**src/rtl/branch_cond_unit_if.sv**
```systemverilog
// ----------------------------------------------------------------------------
// branch_cond_unit_if
//   Bundles the two valid/ready channels of the branch condition unit.
//   The request side carries one branch op. The response side returns the
//   resolved branch.
//
//   Request  : in_valid, in_ready, funct3, rs1, rs2, pc, imm
//   Response : out_valid, out_ready, taken, next_pc, misaligned, illegal
//
//   master : issues branch ops and consumes results (decode / fetch side)
//   slave  : the branch condition unit
// ----------------------------------------------------------------------------
interface branch_cond_unit_if #(
    parameter int XLEN = 32
);
    logic            in_valid;
    logic            in_ready;
    logic [2:0]      funct3;
    logic [XLEN-1:0] rs1;
    logic [XLEN-1:0] rs2;
    logic [XLEN-1:0] pc;
    logic [XLEN-1:0] imm;

    logic            out_valid;
    logic            out_ready;
    logic            taken;
    logic [XLEN-1:0] next_pc;
    logic            misaligned;
    logic            illegal;

    modport master (
        output in_valid, funct3, rs1, rs2, pc, imm, out_ready,
        input  in_ready, out_valid, taken, next_pc, misaligned, illegal
    );

    modport slave (
        input  in_valid, funct3, rs1, rs2, pc, imm, out_ready,
        output in_ready, out_valid, taken, next_pc, misaligned, illegal
    );
endinterface

```
**src/rtl/branch_cond_unit.sv**
```systemverilog
// ----------------------------------------------------------------------------
// branch_cond_unit
//   Multi-cycle RISC-V branch resolver. It accepts one op when idle. It then
//   compares rs1 and rs2 MSB-first, CHUNK bits per cycle, and stops at the
//   first chunk that differs. The result is held on the response channel
//   until the consumer takes it.
//
//   Ports
//     clk  : rising-edge clock
//     rst  : asynchronous, active-high reset; it drops any op in flight
//     bus  : branch_cond_unit_if.slave (request and response channels)
//
//   Parameters
//     XLEN  : operand / PC width
//     CHUNK : bits compared per cycle. XLEN must be a multiple of CHUNK.
// ----------------------------------------------------------------------------
module branch_cond_unit #(
    parameter int XLEN  = 32,
    parameter int CHUNK = 8
) (
    input  logic                clk,
    input  logic                rst,
    branch_cond_unit_if.slave   bus
);

    localparam int N     = XLEN / CHUNK;
    localparam int IDX_W = (N > 1) ? $clog2(N) : 1;

    typedef enum logic [1:0] {
        S_IDLE,
        S_CMP,
        S_DONE
    } state_t;

    state_t r_state;
    state_t w_next_state;

    // The operands are stored as an array of chunks, so the active chunk is
    // selected with a plain index.
    logic [N-1:0][CHUNK-1:0] r_a;
    logic [N-1:0][CHUNK-1:0] r_b;
    logic [2:0]              r_funct3;
    logic [XLEN-1:0]         r_pc_imm;
    logic [XLEN-1:0]         r_pc_4;
    logic [IDX_W-1:0]        r_idx;

    logic                    r_taken;
    logic [XLEN-1:0]         r_next_pc;
    logic                    r_misaligned;
    logic                    r_illegal;
    logic                    r_out_valid;

    logic                    w_in_ready;
    logic                    w_accept;
    logic                    w_in_illegal;
    logic                    w_in_signed;
    logic [XLEN-1:0]         w_sign_flip;
    logic [CHUNK-1:0]        w_chunk_a;
    logic [CHUNK-1:0]        w_chunk_b;
    logic                    w_chunk_ne;
    logic                    w_lt;
    logic                    w_eq;
    logic                    w_cmp_done;
    logic                    w_cond;

    // funct3 values 010 and 011 are not branches.
    assign w_in_illegal = (bus.funct3[2:1] == 2'b01);
    // BLT/BGE (10x) are signed.
    assign w_in_signed  = (bus.funct3[2:1] == 2'b10);

    // Flipping the sign bit of both operands maps two's complement onto an
    // order-preserving unsigned range. After that, every chunk is compared
    // as unsigned. Equality is not affected.
    assign w_sign_flip  = {w_in_signed, {(XLEN-1){1'b0}}};

    assign w_chunk_a  = r_a[r_idx];
    assign w_chunk_b  = r_b[r_idx];
    assign w_chunk_ne = (w_chunk_a != w_chunk_b);
    // lt and eq are only consumed when w_cmp_done is set. At that point
    // either this chunk decides the result, or every chunk was equal.
    assign w_lt       = w_chunk_ne && (w_chunk_a < w_chunk_b);
    assign w_eq       = !w_chunk_ne;
    assign w_cmp_done = w_chunk_ne || (r_idx == '0);

    always_comb begin
        w_cond = 1'b0;
        case (r_funct3)
            3'b000:         w_cond = w_eq;   // BEQ
            3'b001:         w_cond = !w_eq;  // BNE
            3'b100, 3'b110: w_cond = w_lt;   // BLT, BLTU
            3'b101, 3'b111: w_cond = !w_lt;  // BGE, BGEU
            default:        w_cond = 1'b0;
        endcase
    end

    // ------------------------------------------------------------------
    // FSM
    // ------------------------------------------------------------------
    // NOTE: each process reads the previous-cycle values of its neighbours
    // because every register here is updated with <=.
    always_ff @(posedge clk or posedge rst) begin
        if (rst) begin
            r_state <= S_IDLE;
        end else begin
            r_state <= w_next_state;
        end
    end

    // NOTE: all outputs get a default before the case statement, so no path
    // leaves a signal unassigned and no latch is inferred.
    always_comb begin
        w_next_state = r_state;
        w_in_ready   = 1'b0;
        case (r_state)
            S_IDLE: begin
                w_in_ready = 1'b1;
                if (bus.in_valid) begin
                    w_next_state = w_in_illegal ? S_DONE : S_CMP;
                end
            end
            S_CMP: begin
                if (w_cmp_done) begin
                    w_next_state = S_DONE;
                end
            end
            S_DONE: begin
                if (r_out_valid && bus.out_ready) begin
                    w_next_state = S_IDLE;
                end
            end
            default: w_next_state = S_IDLE;
        endcase
    end

    assign w_accept = w_in_ready && bus.in_valid;

    // ------------------------------------------------------------------
    // Datapath
    // ------------------------------------------------------------------
    always_ff @(posedge clk or posedge rst) begin
        if (rst) begin
            r_a          <= '0;
            r_b          <= '0;
            r_funct3     <= '0;
            r_pc_imm     <= '0;
            r_pc_4       <= '0;
            r_idx        <= '0;
            r_taken      <= 1'b0;
            r_next_pc    <= '0;
            r_misaligned <= 1'b0;
            r_illegal    <= 1'b0;
            r_out_valid  <= 1'b0;
        end else begin
            case (r_state)
                S_IDLE: begin
                    if (w_accept) begin
                        r_a       <= bus.rs1 ^ w_sign_flip;
                        r_b       <= bus.rs2 ^ w_sign_flip;
                        r_funct3  <= bus.funct3;
                        r_pc_imm  <= bus.pc + bus.imm;
                        r_pc_4    <= bus.pc + XLEN'(4);
                        r_idx     <= IDX_W'(N - 1);
                        r_illegal <= w_in_illegal;
                        // An illegal op skips the compare, so its result is
                        // fixed here.
                        if (w_in_illegal) begin
                            r_taken      <= 1'b0;
                            r_next_pc    <= bus.pc + XLEN'(4);
                            r_misaligned <= 1'b0;
                        end
                    end
                end
                S_CMP: begin
                    if (w_cmp_done) begin
                        r_taken      <= w_cond;
                        r_next_pc    <= w_cond ? r_pc_imm : r_pc_4;
                        r_misaligned <= w_cond && (r_pc_imm[1:0] != 2'b00);
                    end else begin
                        r_idx <= r_idx - 1'b1;
                    end
                end
                S_DONE: begin
                    // out_valid rises one edge after entering DONE. It falls
                    // on the edge that completes the handshake, which is the
                    // same edge on which the state returns to IDLE.
                    if (!r_out_valid) begin
                        r_out_valid <= 1'b1;
                    end else if (bus.out_ready) begin
                        r_out_valid <= 1'b0;
                    end
                end
                default: r_out_valid <= 1'b0;
            endcase
        end
    end

    assign bus.in_ready   = w_in_ready;
    assign bus.out_valid  = r_out_valid;
    assign bus.taken      = r_taken;
    assign bus.next_pc    = r_next_pc;
    assign bus.misaligned = r_misaligned;
    assign bus.illegal    = r_illegal;

endmodule

```
**src/flat_wrapper.sv**
```systemverilog
// flat-port wrapper written by rule: the top's interface ports become plain ports
module branch_cond_unit_flat 
#(
    parameter int XLEN  = 32,
    parameter int CHUNK = 8
)
  (clk, rst, bus_in_valid, bus_funct3, bus_rs1, bus_rs2, bus_pc, bus_imm, bus_out_ready, bus_in_ready, bus_out_valid, bus_taken, bus_next_pc, bus_misaligned, bus_illegal);
  branch_cond_unit_if #(.XLEN(XLEN)) bus_i ();
  input  logic clk;
  input  logic rst;
  input wire logic [$bits(bus_i.in_valid)-1:0] bus_in_valid;
  input wire logic [$bits(bus_i.funct3)-1:0] bus_funct3;
  input wire logic [$bits(bus_i.rs1)-1:0] bus_rs1;
  input wire logic [$bits(bus_i.rs2)-1:0] bus_rs2;
  input wire logic [$bits(bus_i.pc)-1:0] bus_pc;
  input wire logic [$bits(bus_i.imm)-1:0] bus_imm;
  input wire logic [$bits(bus_i.out_ready)-1:0] bus_out_ready;
  output wire logic [$bits(bus_i.in_ready)-1:0] bus_in_ready;
  output wire logic [$bits(bus_i.out_valid)-1:0] bus_out_valid;
  output wire logic [$bits(bus_i.taken)-1:0] bus_taken;
  output wire logic [$bits(bus_i.next_pc)-1:0] bus_next_pc;
  output wire logic [$bits(bus_i.misaligned)-1:0] bus_misaligned;
  output wire logic [$bits(bus_i.illegal)-1:0] bus_illegal;
  assign bus_i.in_valid = bus_in_valid;
  assign bus_i.funct3 = bus_funct3;
  assign bus_i.rs1 = bus_rs1;
  assign bus_i.rs2 = bus_rs2;
  assign bus_i.pc = bus_pc;
  assign bus_i.imm = bus_imm;
  assign bus_i.out_ready = bus_out_ready;
  assign bus_in_ready = bus_i.in_ready;
  assign bus_out_valid = bus_i.out_valid;
  assign bus_taken = bus_i.taken;
  assign bus_next_pc = bus_i.next_pc;
  assign bus_misaligned = bus_i.misaligned;
  assign bus_illegal = bus_i.illegal;
  branch_cond_unit #(.XLEN(XLEN), .CHUNK(CHUNK)) u_core (.clk(clk), .rst(rst), .bus(bus_i));
endmodule
```
**config.mk**
```make
export PLATFORM = sky130hd
export DESIGN_NAME = branch_cond_unit_flat
export DESIGN_NICKNAME = d
export VERILOG_FILES = /design/src/rtl/branch_cond_unit_if.sv /design/src/rtl/branch_cond_unit.sv /design/src/flat_wrapper.sv
export SDC_FILE = /design/constraint.sdc
export NUM_CORES = 1
export LEC_CHECK = 0
export CORE_ASPECT_RATIO = 1.2
export CORE_UTILIZATION = 40
export CTS_CLUSTER_SIZE = 12
export DETAILED_ROUTE_END_ITERATION = 8
export PLACE_DENSITY = 0.69
export SLEW_MARGIN = 20
export SYNTH_ARGS = -nofsm -noshare
export SYNTH_HDL_FRONTEND = slang
export SYNTH_SLANG_ARGS = --single-unit
```
**constraint.sdc**
```tcl
create_clock -name clk -period 7.48 [get_ports clk]
set_clock_uncertainty 0.05 [all_clocks]
set_input_delay 1.122 -clock clk [delete_from_list [all_inputs] [get_ports clk]]
set_output_delay 1.122 -clock clk [all_outputs]
set_load 0.01 [all_outputs]
```
# [Word-level counts from Yosys, hierarchy flattened]
# Cells that the tools add are included.
[word_totals] reg_bits=171 in_bits=135 output_inout_bits=37
[classes] n_addsub=3 magnitude_cmp=2 n_eq_ne=16 muxes=28 n_bitwise=2 reduce_logical=19
[op_table] operator="two-way mux 32 bit" n=4
[op_table] operator="one-hot mux 32 bit (2 select lines)" n=1
[op_table] operator="XOR 32 bit" n=2
[op_table] operator="adder 32 x 3 -> 32 bit (second input constant)" n=1
[op_table] operator="adder 32 bit" n=1
[op_table] operator="binary-select mux 8 bit (select 2 bit)" n=2
[op_table] operator="two-way mux 8 bit" n=2
[op_table] operator="== test 3 bit (second input constant)" n=4
[op_table] operator="two-way mux 2 bit" n=6
[op_table] operator="< comparator 8 bit" n=1
[op_table] operator="inequality test 2 x 1 -> 1 bit (second input constant)" n=4
[op_table] operator="inequality test 8 bit" n=1
[op_table] operator="two-way mux 1 bit" n=7
[op_table] operator="one-hot mux 1 bit (2 select lines)" n=3
[op_table] operator="one-hot mux 2 bit (3 select lines)" n=1
[op_table] operator="AND reduction 3 bit" n=2
[op_table] operator="OR reduction 2 bit" n=3
[op_table] operator="== test 2 x 1 -> 1 bit (second input constant)" n=2
[op_table] operator="== test 2 bit (second input constant)" n=2
[op_table] operator="logical AND 1 bit" n=4
[op_table] operator="zero test 2 bit" n=2
[op_table] operator="inequality test 2 bit (second input constant)" n=2
[op_table] operator="one-hot mux 1 bit (4 select lines)" n=1
[op_table] operator="one-hot mux 2 bit (2 select lines)" n=1
[op_table] operator="other kinds (9)" n=11

# [Depth between registers and ports, before layout]
# Gate-level depths: netlist of run 1.
[depth] word_depth=9 ltp_mapped=15 ltp_nobuf=11

# [Worst setup path after synthesis of run 1]
# Ideal clock, no wire load.
[synth_timing] kind="reg2reg" start="register u_core.r_idx[0]" end="register u_core.r_next_pc[22] (netlist: u_core.bus.next_pc[22])" setup_time_ns=0.142 t_arrival_ns=3.392 t_required_ns=7.288 slack_ns=3.895 stages_incl_launch_ff=15 n_path_buf=4 period_less_slack_ns=3.585 cell_sequence="dfrtp_1 -> buf_2 -> clkbuf_1 -> mux4_2 -> ha_1 -> and3_1 -> a221oi_1 -> nor2b_1 -> nor2_1 -> a211oi_1 -> a31oi_1 -> buf_4 -> buf_4 -> mux2i_1 -> o221ai_1"
[synth_via] elab_chain_cells=9 elab_cells_between_ends=17 classes_between="order compare: 1; eq/ne: 2; mux: 8; reduce/logical: 6"
[synth_lines] item="start, declared" line_no="branch_cond_unit.sv:45" text="logic [IDX_W-1:0] r_idx;"
[synth_lines] item="start signal, assigned" line_no="branch_cond_unit.sv:162" text="r_idx <= IDX_W'(N - 1);"
[synth_lines] item="start signal, assigned" line_no="branch_cond_unit.sv:179" text="r_idx <= r_idx - 1'b1;"
[synth_lines] item="binary-select mux 8 bit (select 2 bit), on equally long branches" line_no="branch_cond_unit.sv:76, branch_cond_unit.sv:77"
[synth_lines] item="two-way mux 8 bit, on equally long branches" line_no="branch_cond_unit.sv:76, branch_cond_unit.sv:77"
[synth_lines] item="< comparator 8 bit or inequality test 8 bit (tied branches)" line_no="branch_cond_unit.sv:81, branch_cond_unit.sv:78"
[synth_lines] item="logical AND 1 bit" line_no="branch_cond_unit.sv:81" text="assign w_lt = w_chunk_ne && (w_chunk_a < w_chunk_b);"
[synth_lines] item="zero test 1 bit" line_no="branch_cond_unit.sv:91" text="3'b101, 3'b111: w_cond = !w_lt;"
[synth_lines] item="one-hot mux 1 bit (4 select lines)" line_no="branch_cond_unit.sv:87" text="case (r_funct3)"
[synth_lines] item="two-way mux 32 bit" line_no="branch_cond_unit.sv:176" text="r_next_pc <= w_cond ? r_pc_imm : r_pc_4;"
[synth_lines] item="two-way mux 32 bit" line_no="branch_cond_unit.sv:174" text="if (w_cmp_done) begin"
[synth_lines] item="one-hot mux 32 bit (2 select lines)" line_no="branch_cond_unit.sv:154" text="case (r_state)"
[synth_lines] item="end signal, assigned" line_no="branch_cond_unit.sv:168" text="r_next_pc <= bus.pc + XLEN'(4);"
[synth_lines] item="end signal, assigned" line_no="branch_cond_unit.sv:176"
[synth_lines] item="end, declared" line_no="branch_cond_unit.sv:48" text="logic [XLEN-1:0] r_next_pc;"
# Parallel ways exist; a longest one is shown, timed or not. The select of a mux whose other input is x is not followed.
# A chain may end at the register's enable or synchronous reset.

# [Worst setup path after layout of run 1]
[layout_timing] start="register u_core.r_idx[0]" end="register u_core.r_next_pc[24] (netlist: u_core.bus.next_pc[24])"
# Same word-level chain as after synthesis.

==> out/qor.txt, run 1 <==
STATUS
------------------------------------------------------------------------------------------------------
Outcome ................................................................................. finished clean

LAYOUT
------------------------------------------------------------------------------------------------------
Fraction of layout cells with a size suffix above 1 .....................................       0.0595
Post-route insts no fill ................................................................        1,526
P&R area growth vs syn ..................................................................        25.9%
Area taken by multi-input logic gates ...................................................     5050 um2
Number of inserted filler cells in the final layout .....................................        2,182
Final antenna diode count ...............................................................            0
Final Net Count .........................................................................        1,375
Area of all sequential standard cells ...................................................     4280 um2
Core occupancy in the finished layout ...................................................        0.518

DRT
------------------------------------------------------------------------------------------------------
Total detailed-routing wirelength .......................................................    25,500 um
Detailed Route Iter0 Violations .........................................................          562
Routed via count divided by cell count ..................................................         5.23
Count of unresolved DRC violations after routing ........................................            0
Final routed wire length divided by cell count ..........................................      16.7 um
Post-route antenna net violation count ..................................................            0
Detailed-routing iteration count for the pre-antenna-repair pass ........................            5
Vias post-DR ............................................................................        7,978

LOGIC SYNTHESIS
------------------------------------------------------------------------------------------------------
Synth Register Bits .....................................................................          171
Top flip-flop cell by instance count after synthesis ....................................      dfrtp_1
Post-synthesis async set-or-reset flop share ............................................         1.00
Part of the Yosys area used for sequential elements .....................................        0.445
Yosys Warn Count ........................................................................            0
Net count of the mapped netlist .........................................................        1,234
Cell area after synthesis ...............................................................     9610 um2
Number of enable flip-flop cells after synthesis ........................................            0
Average cell area after synthesis .......................................................     9.09 um2
Post-synthesis cell count ...............................................................        1,057
Post-synth cell types ...................................................................           60

GLOBAL ROUTING
------------------------------------------------------------------------------------------------------
Vias in the first global route ..........................................................        7,740
Largest net degree at the start of global routing .......................................          116
GR Util All Layers ......................................................................        0.211
Overall overflow remaining after global route ...........................................            0
First-pass GRT wire length ..............................................................    40,000 um
Number of antenna violations at the first check in global routing .......................            0

CLOCK TREE
------------------------------------------------------------------------------------------------------
Quantity of hold-fixing buffers added after cts .........................................            0
Clock insertion delay at the later pin of the skew report ...............................      0.42 ns
Clock transition at the register clock pins on the worst setup and hold paths after CTS .      0.07 ns
Postcts setup bufs ......................................................................            0
Total CTS buffers .......................................................................           17
TritonCTS clock tree ....................................................................        built
H-Tree Depth ............................................................................            4
CTS root buf ............................................................................    clkbuf_16
CTS Buffer Depth ........................................................................            2
TritonCTS Sinks .........................................................................          171
Number of gates given a new drive strength after cts ....................................            0

CRITICAL PATH
------------------------------------------------------------------------------------------------------
Buffer and inverter count on the worst path .............................................            1
Critical Path, Cell by Cell ............................................................. mux4_2, ha_1, and4_1, nand3_1, nor2_1, or2_1, buf_4, a21o_2, nand2b_4, o221ai_1
Kind of critical path ................................................................... flop to flop
Kind of launch point of the worst setup path ............................................         flop
Required arrival time at the worst endpoint .............................................      7.71 ns
Critical Path Fanout Max ................................................................           54
Critical path capture point type ........................................................         flop
Delay-heaviest family, CP ............................................................... simple AND/OR/NAND/NOR gates
Highest cell delay on the worst timing path .............................................      1.00 ns
Slowest cell on the critical path .......................................................      dfrtp_1
Data arrival time at the worst-slack endpoint ...........................................      4.75 ns

TIMING
------------------------------------------------------------------------------------------------------
Number of max-slew violations in the final report .......................................            0
Total Neg Setup Slack ...................................................................         0 ns
Fraction of the cycle the final worst path needs ........................................        0.604
RSZ-0062 raised after global routing ....................................................        false
Number of endpoints failing setup at the final stage ....................................            0
Slew HR .................................................................................        0.292
Final hold violation count ..............................................................            0
Peak clock frequency supported by timing ................................................    0.221 GHz
Pin slew with the least headroom to its limit ...........................................      1.06 ns
Time the worst path needs with I/O delays and setup .....................................      4.52 ns

JOB
------------------------------------------------------------------------------------------------------
Maximum Capacitance Violations ..........................................................            0

WORST HOLD PATH
------------------------------------------------------------------------------------------------------
Class of the tightest hold or removal check ............................................. flop to flop

DIE
------------------------------------------------------------------------------------------------------
Horiz. Die Dim ..........................................................................       143 um
Die outline area ........................................................................   24,600 um2
Initial standard-cell utilization of the core ...........................................        0.411
Die height ..............................................................................       172 um
Total I/O pin count .....................................................................          172
Core Region .............................................................................   23,400 um2
Num rows ................................................................................           61

PLACEMENT
------------------------------------------------------------------------------------------------------
Port bufs ...............................................................................          171
Placed wire-length estimate after detailed placement ....................................    18,600 um
Cell Count Post-Placement ...............................................................        1,494
Routability congestion estimate .........................................................        0.938

POWER
------------------------------------------------------------------------------------------------------
Power density normalized to cell area ...................................................   349 nW/um2
Leakage power ...........................................................................      5.49 nW
Max IR drop VDD .........................................................................     0.149 mV
Final Power .............................................................................      4.22 mW

[cell usage in the layout, fill, tap and decap left out, drive strengths merged, types with 23 or more instances in the layout]
cell type	count
a21oi	43
clkdlybuf4s50	171
dfrtp	171
ha	41
inv	23
mux2i	33
nand2	330
nor2	36
o21ai	82
o221ai	27
xnor2	24
xor2	31
[power breakdown]
group	switching, mW	internal (mW)
combinational	0.910	0.814
sequential	0.316	1.37
clock	0.378	0.436
total	1.60	2.62
[state kept, by name (all words and copies together) (netlist names)]
register / flops
u_core.bus.next_pc: 32
u_core.r_a: 32
u_core.r_b: 32
u_core.r_pc_4: 32
u_core.r_pc_imm: 32
u_core.r_funct3: 3
u_core.r_idx: 2
u_core.r_state: 2
u_core.bus.illegal: 1
u_core.bus.misaligned: 1
u_core.bus.out_valid: 1
u_core.bus.taken: 1
[per-layer routing]
layer  vias up  share of wire  GRT usage
met5         -              0          0
met4         0          0.015     0.0634
met3        25          0.055     0.0331
met2       260           0.50      0.361
met1      3755           0.43      0.274
li1       3938              -          -
[kinds of logic after synthesis]
logic type,count (synthesis),share of synthesized area
AND/OR/NAND/NOR,460,0.207
AO/OA/AOI/OAI,201,0.134
flip-flops,171,0.445
buffers and inverters,75,0.0317
XOR/XNOR,55,0.0501
multiplexers,53,0.0766
adder cells (fa/ha/maj),42,0.0555
[worst min-delay path, stage by stage (launching register included)]
cell     delay (ns)
dfrtp_1        0.34
nand2_1        0.05
nand2_1        0.06
[worst paths after layout]
kind / from / to / slack, ns / cells after the start
worst max-delay path: u_core.r_idx[0] / u_core.bus.next_pc[24] / 2.96 / 10
worst min-delay path: u_core.r_b[25] / u_core.r_b[25] / 0.42 / 2
worst max register to register: u_core.r_idx[0] / u_core.bus.next_pc[24] / 2.96 / 10
worst min register to register: u_core.r_b[25] / u_core.r_b[25] / 0.42 / 2
max in group asynchronous: rst / u_core.r_b[9] / 4.71 / 3
min in group asynchronous: rst / u_core.r_a[22] / 1.22 / 2
[cell usage after synthesis (2+ instances only)]
master	n	area (um2)
a21boi_0	2	15.0
mux2i_1	33	330
buf_2	6	30.0
a31oi_1	5	31.3
o221ai_1	27	236
o21ai_1	2	10.0
and3_1	8	50.1
inv_1	21	78.8
and2_1	2	12.5
o21bai_1	3	22.5
nor4_1	2	12.5
mux4_2	16	360
xnor2_1	24	210
a211oi_1	2	15.0
a21o_1	15	113
mux2_2	4	45.0
buf_1	3	11.3
or3_1	2	12.5
nand4_1	8	50.1
o21a_1	2	15.0
nor4_2	2	25.0
buf_4	4	30.0
nand2b_1	19	119
nor3_1	11	55.1
a221oi_1	3	26.3
o211ai_1	3	22.5
nand3_1	21	105
nor2b_1	5	31.3
dfrtp_1	171	4280
ha_1	41	513
nand2_1	330	1240
o21ai_0	80	400
a22o_1	2	17.5
nor3b_1	2	15.0
a21oi_1	42	210
and4_1	4	35.0
o31ai_1	2	15.0
clkbuf_1	41	154
xor2_1	31	272
nor2_1	36	135
[per-stage QoR]
stage | instance area [um2] | setup slack [ns] | hold WS [ns]
after floorplan | 9610 | 1.68 | 0.390
after global placement | 11600 | 3.01 | 0.404
after detailed placement | 11600 | 2.90 | 0.411
after CTS | 12100 | 2.88 | 0.425
after global routing | 12100 | 2.51 | 0.450
final | 12100 | 2.96 | 0.419
[layout make-up]
cell class	instances	area share
repair buffers	176	0.145
well taps	315	0.0326
clock buffers	20	0.0369
flip-flops and latches	171	0.354
multi-input cells	811	0.417
clock inverters	12	0.00766
inverters	21	0.00693
No activity file was read; power rests on OpenSTA's default activity.
==> run 2, diff against run 1 <==
--- a/config.mk
+++ b/config.mk
@@ -9,7 +9,7 @@
 export CORE_UTILIZATION = 40
 export CTS_CLUSTER_SIZE = 12
 export DETAILED_ROUTE_END_ITERATION = 8
-export PLACE_DENSITY = 0.69
+export PLACE_DENSITY = 0.72
 export SLEW_MARGIN = 20
 export SYNTH_ARGS = -nofsm -noshare
 export SYNTH_HDL_FRONTEND = slang
==> constraint.sdc (replaced) <==
create_clock -name clk -period 4.1 [get_ports clk]
set_clock_uncertainty 0.05 [all_clocks]
set_input_delay 0.615 -clock clk [delete_from_list [all_inputs] [get_ports clk]]
set_output_delay 0.615 -clock clk [all_outputs]
set_load 0.01 [all_outputs]
==> out/qor.txt, run 2 (synthesis gave the netlist of run 1 again) <==
TIMING
------------------------------------------------------------------------------------------------------
Slew HR .................................................................................        0.373
Time the worst path needs with I/O delays and setup .....................................      3.44 ns
Final hold violation count ..............................................................            0
Fraction of the cycle the final worst path needs ........................................        0.838
RSZ-0062 raised after global routing ....................................................        false
Pin slew with the least headroom to its limit ...........................................     0.941 ns
Peak clock frequency supported by timing ................................................    0.291 GHz
Total Neg Setup Slack ...................................................................         0 ns
Number of endpoints failing setup at the final stage ....................................            0
Number of max-slew violations in the final report .......................................            0

DRT
------------------------------------------------------------------------------------------------------
Post-route antenna net violation count ..................................................            0
Vias post-DR ............................................................................        8,057
Detailed-routing iteration count for the pre-antenna-repair pass ........................            5
Detailed Route Iter0 Violations .........................................................          379
Total detailed-routing wirelength .......................................................    25,800 um
Count of unresolved DRC violations after routing ........................................            0
Routed via count divided by cell count ..................................................         5.25
Final routed wire length divided by cell count ..........................................      16.8 um

CRITICAL PATH
------------------------------------------------------------------------------------------------------
Critical Path, Cell by Cell ............................................................. buf_4, buf_4, mux4_2, inv_1, ha_1, and4_1, nand3_1, nor2_1, or2_1, a21o_2, buf_4, nor3b_1, a21oi_1, o21ai_0
Critical path capture point type ........................................................         flop
Kind of launch point of the worst setup path ............................................         flop
Delay-heaviest family, CP ............................................................... simple AND/OR/NAND/NOR gates
Data arrival time at the worst-slack endpoint ...........................................      3.73 ns
Highest cell delay on the worst timing path .............................................      0.49 ns
Slowest cell on the critical path .......................................................       mux4_2
Kind of critical path ................................................................... flop to flop
Cell with the most instances on the worst path ..........................................        buf_4
Critical Path Fanout Max ................................................................           25
Required arrival time at the worst endpoint .............................................      4.40 ns
Buffer and inverter count on the worst path .............................................            4

JOB
------------------------------------------------------------------------------------------------------
Maximum Capacitance Violations ..........................................................            0

POWER
------------------------------------------------------------------------------------------------------
Final Power .............................................................................      7.91 mW
Power density normalized to cell area ...................................................   646 nW/um2
Leakage power ...........................................................................      5.58 nW
Max IR drop VDD .........................................................................     0.375 mV

PLACEMENT
------------------------------------------------------------------------------------------------------
Placed wire-length estimate after detailed placement ....................................    18,500 um
Routability congestion estimate .........................................................        0.929
Port bufs ...............................................................................          171

GLOBAL ROUTING
------------------------------------------------------------------------------------------------------
Overall overflow remaining after global route ...........................................            0
Vias in the first global route ..........................................................        8,100
GR Util All Layers ......................................................................        0.218
First-pass GRT wire length ..............................................................    41,100 um
Largest net degree at the start of global routing .......................................          193
Number of antenna violations at the first check in global routing .......................            0

DIE
------------------------------------------------------------------------------------------------------
Core Region .............................................................................   23,400 um2
Horiz. Die Dim ..........................................................................       143 um
Die height ..............................................................................       172 um
Num rows ................................................................................           61
Total I/O pin count .....................................................................          172
Initial standard-cell utilization of the core ...........................................        0.411
Die outline area ........................................................................   24,600 um2

CLOCK TREE
------------------------------------------------------------------------------------------------------
Quantity of hold-fixing buffers added after cts .........................................            0
Clock transition at the register clock pins on the worst setup and hold paths after CTS .      0.07 ns
CTS root buf ............................................................................    clkbuf_16
TritonCTS Sinks .........................................................................          171
Postcts setup bufs ......................................................................            0
Number of gates given a new drive strength after cts ....................................            0
TritonCTS clock tree ....................................................................        built
Total CTS buffers .......................................................................           17
CTS Buffer Depth ........................................................................            2
Clock insertion delay at the later pin of the skew report ...............................      0.43 ns
H-Tree Depth ............................................................................            4

LAYOUT
------------------------------------------------------------------------------------------------------
Commonest cells after routing, fill and taps aside ...................................... nand2_1 (329), clkdlybuf4s50_1 (171), dfrtp_1 (171)
Fraction of layout cells with a size suffix above 1 .....................................       0.0680
Final Net Count .........................................................................        1,384
Final antenna diode count ...............................................................            0
Commonest non-fill, non-tap cell in the layout ..........................................      nand2_1
Number of inserted filler cells in the final layout .....................................        2,178
P&R area growth vs syn ..................................................................        27.6%

WORST HOLD PATH
------------------------------------------------------------------------------------------------------
Class of the tightest hold or removal check ............................................. flop to flop

STATUS
------------------------------------------------------------------------------------------------------
Outcome ................................................................................. finished clean

[run 2: per-stage QoR]
step                instance area (um2)  setup slack (ns)  hold WS [ns]  utilization  cells
finish                            12300             0.664         0.430        0.525   1535
global route                      12300             0.336         0.443        0.525   1535
detailed placement                11700             0.565         0.412        0.499   1503
global placement                  11700             0.611         0.404        0.499   1503
floorplan                          9610             0.515         0.390            -   1057
CTS                               12300             0.641         0.434        0.525   1535
[run 2: cell type report]
type | instances | area [um2] | area share
timing repair buffer | 185 | 1850 | 0.151
clock buffer | 17 | 425 | 0.0347
multi-input combinational | 811 | 5050 | 0.412
tap | 315 | 394 | 0.0322
clock inverter | 15 | 169 | 0.0138
sequential | 171 | 4280 | 0.349
inverter | 21 | 82.6 | 0.00674
[run 2: tightest hold or removal path: cells and delay by family, from the launching register on]
family | cells | cell delay (ns)
AOI/OAI and AO/OA | 1 | 0.06
DFF | 1 | 0.34
and+or+nand+nor | 1 | 0.04
[run 2: metal layers]
layer  global-route usage  vias up  share of wire
met5                    0        -              0
li1                     -     3940              -
met4               0.0717        0          0.019
met3               0.0373       31          0.049
met2                0.373      215           0.50
met1                0.278     3871           0.43
[run 2: report_power, final]
group	switching [mW]	internal [mW]
clock network	0.760	0.872
registers	0.518	2.50
logic	1.73	1.54
[run 2: final timing paths]
check	start	end	slack, ns	cells past startpoint
max reg2reg	u_core.r_idx[0]	u_core.bus.next_pc[3]	0.66	14
max	u_core.r_idx[0]	u_core.bus.next_pc[3]	0.66	14
min reg2reg	u_core.r_pc_4[2]	u_core.r_pc_4[2]	0.43	2
min	u_core.r_pc_4[2]	u_core.r_pc_4[2]	0.43	2
max in group asynchronous	rst	u_core.r_pc_4[25]	2.56	3
min in group asynchronous	rst	u_core.r_state[1]	0.75	3
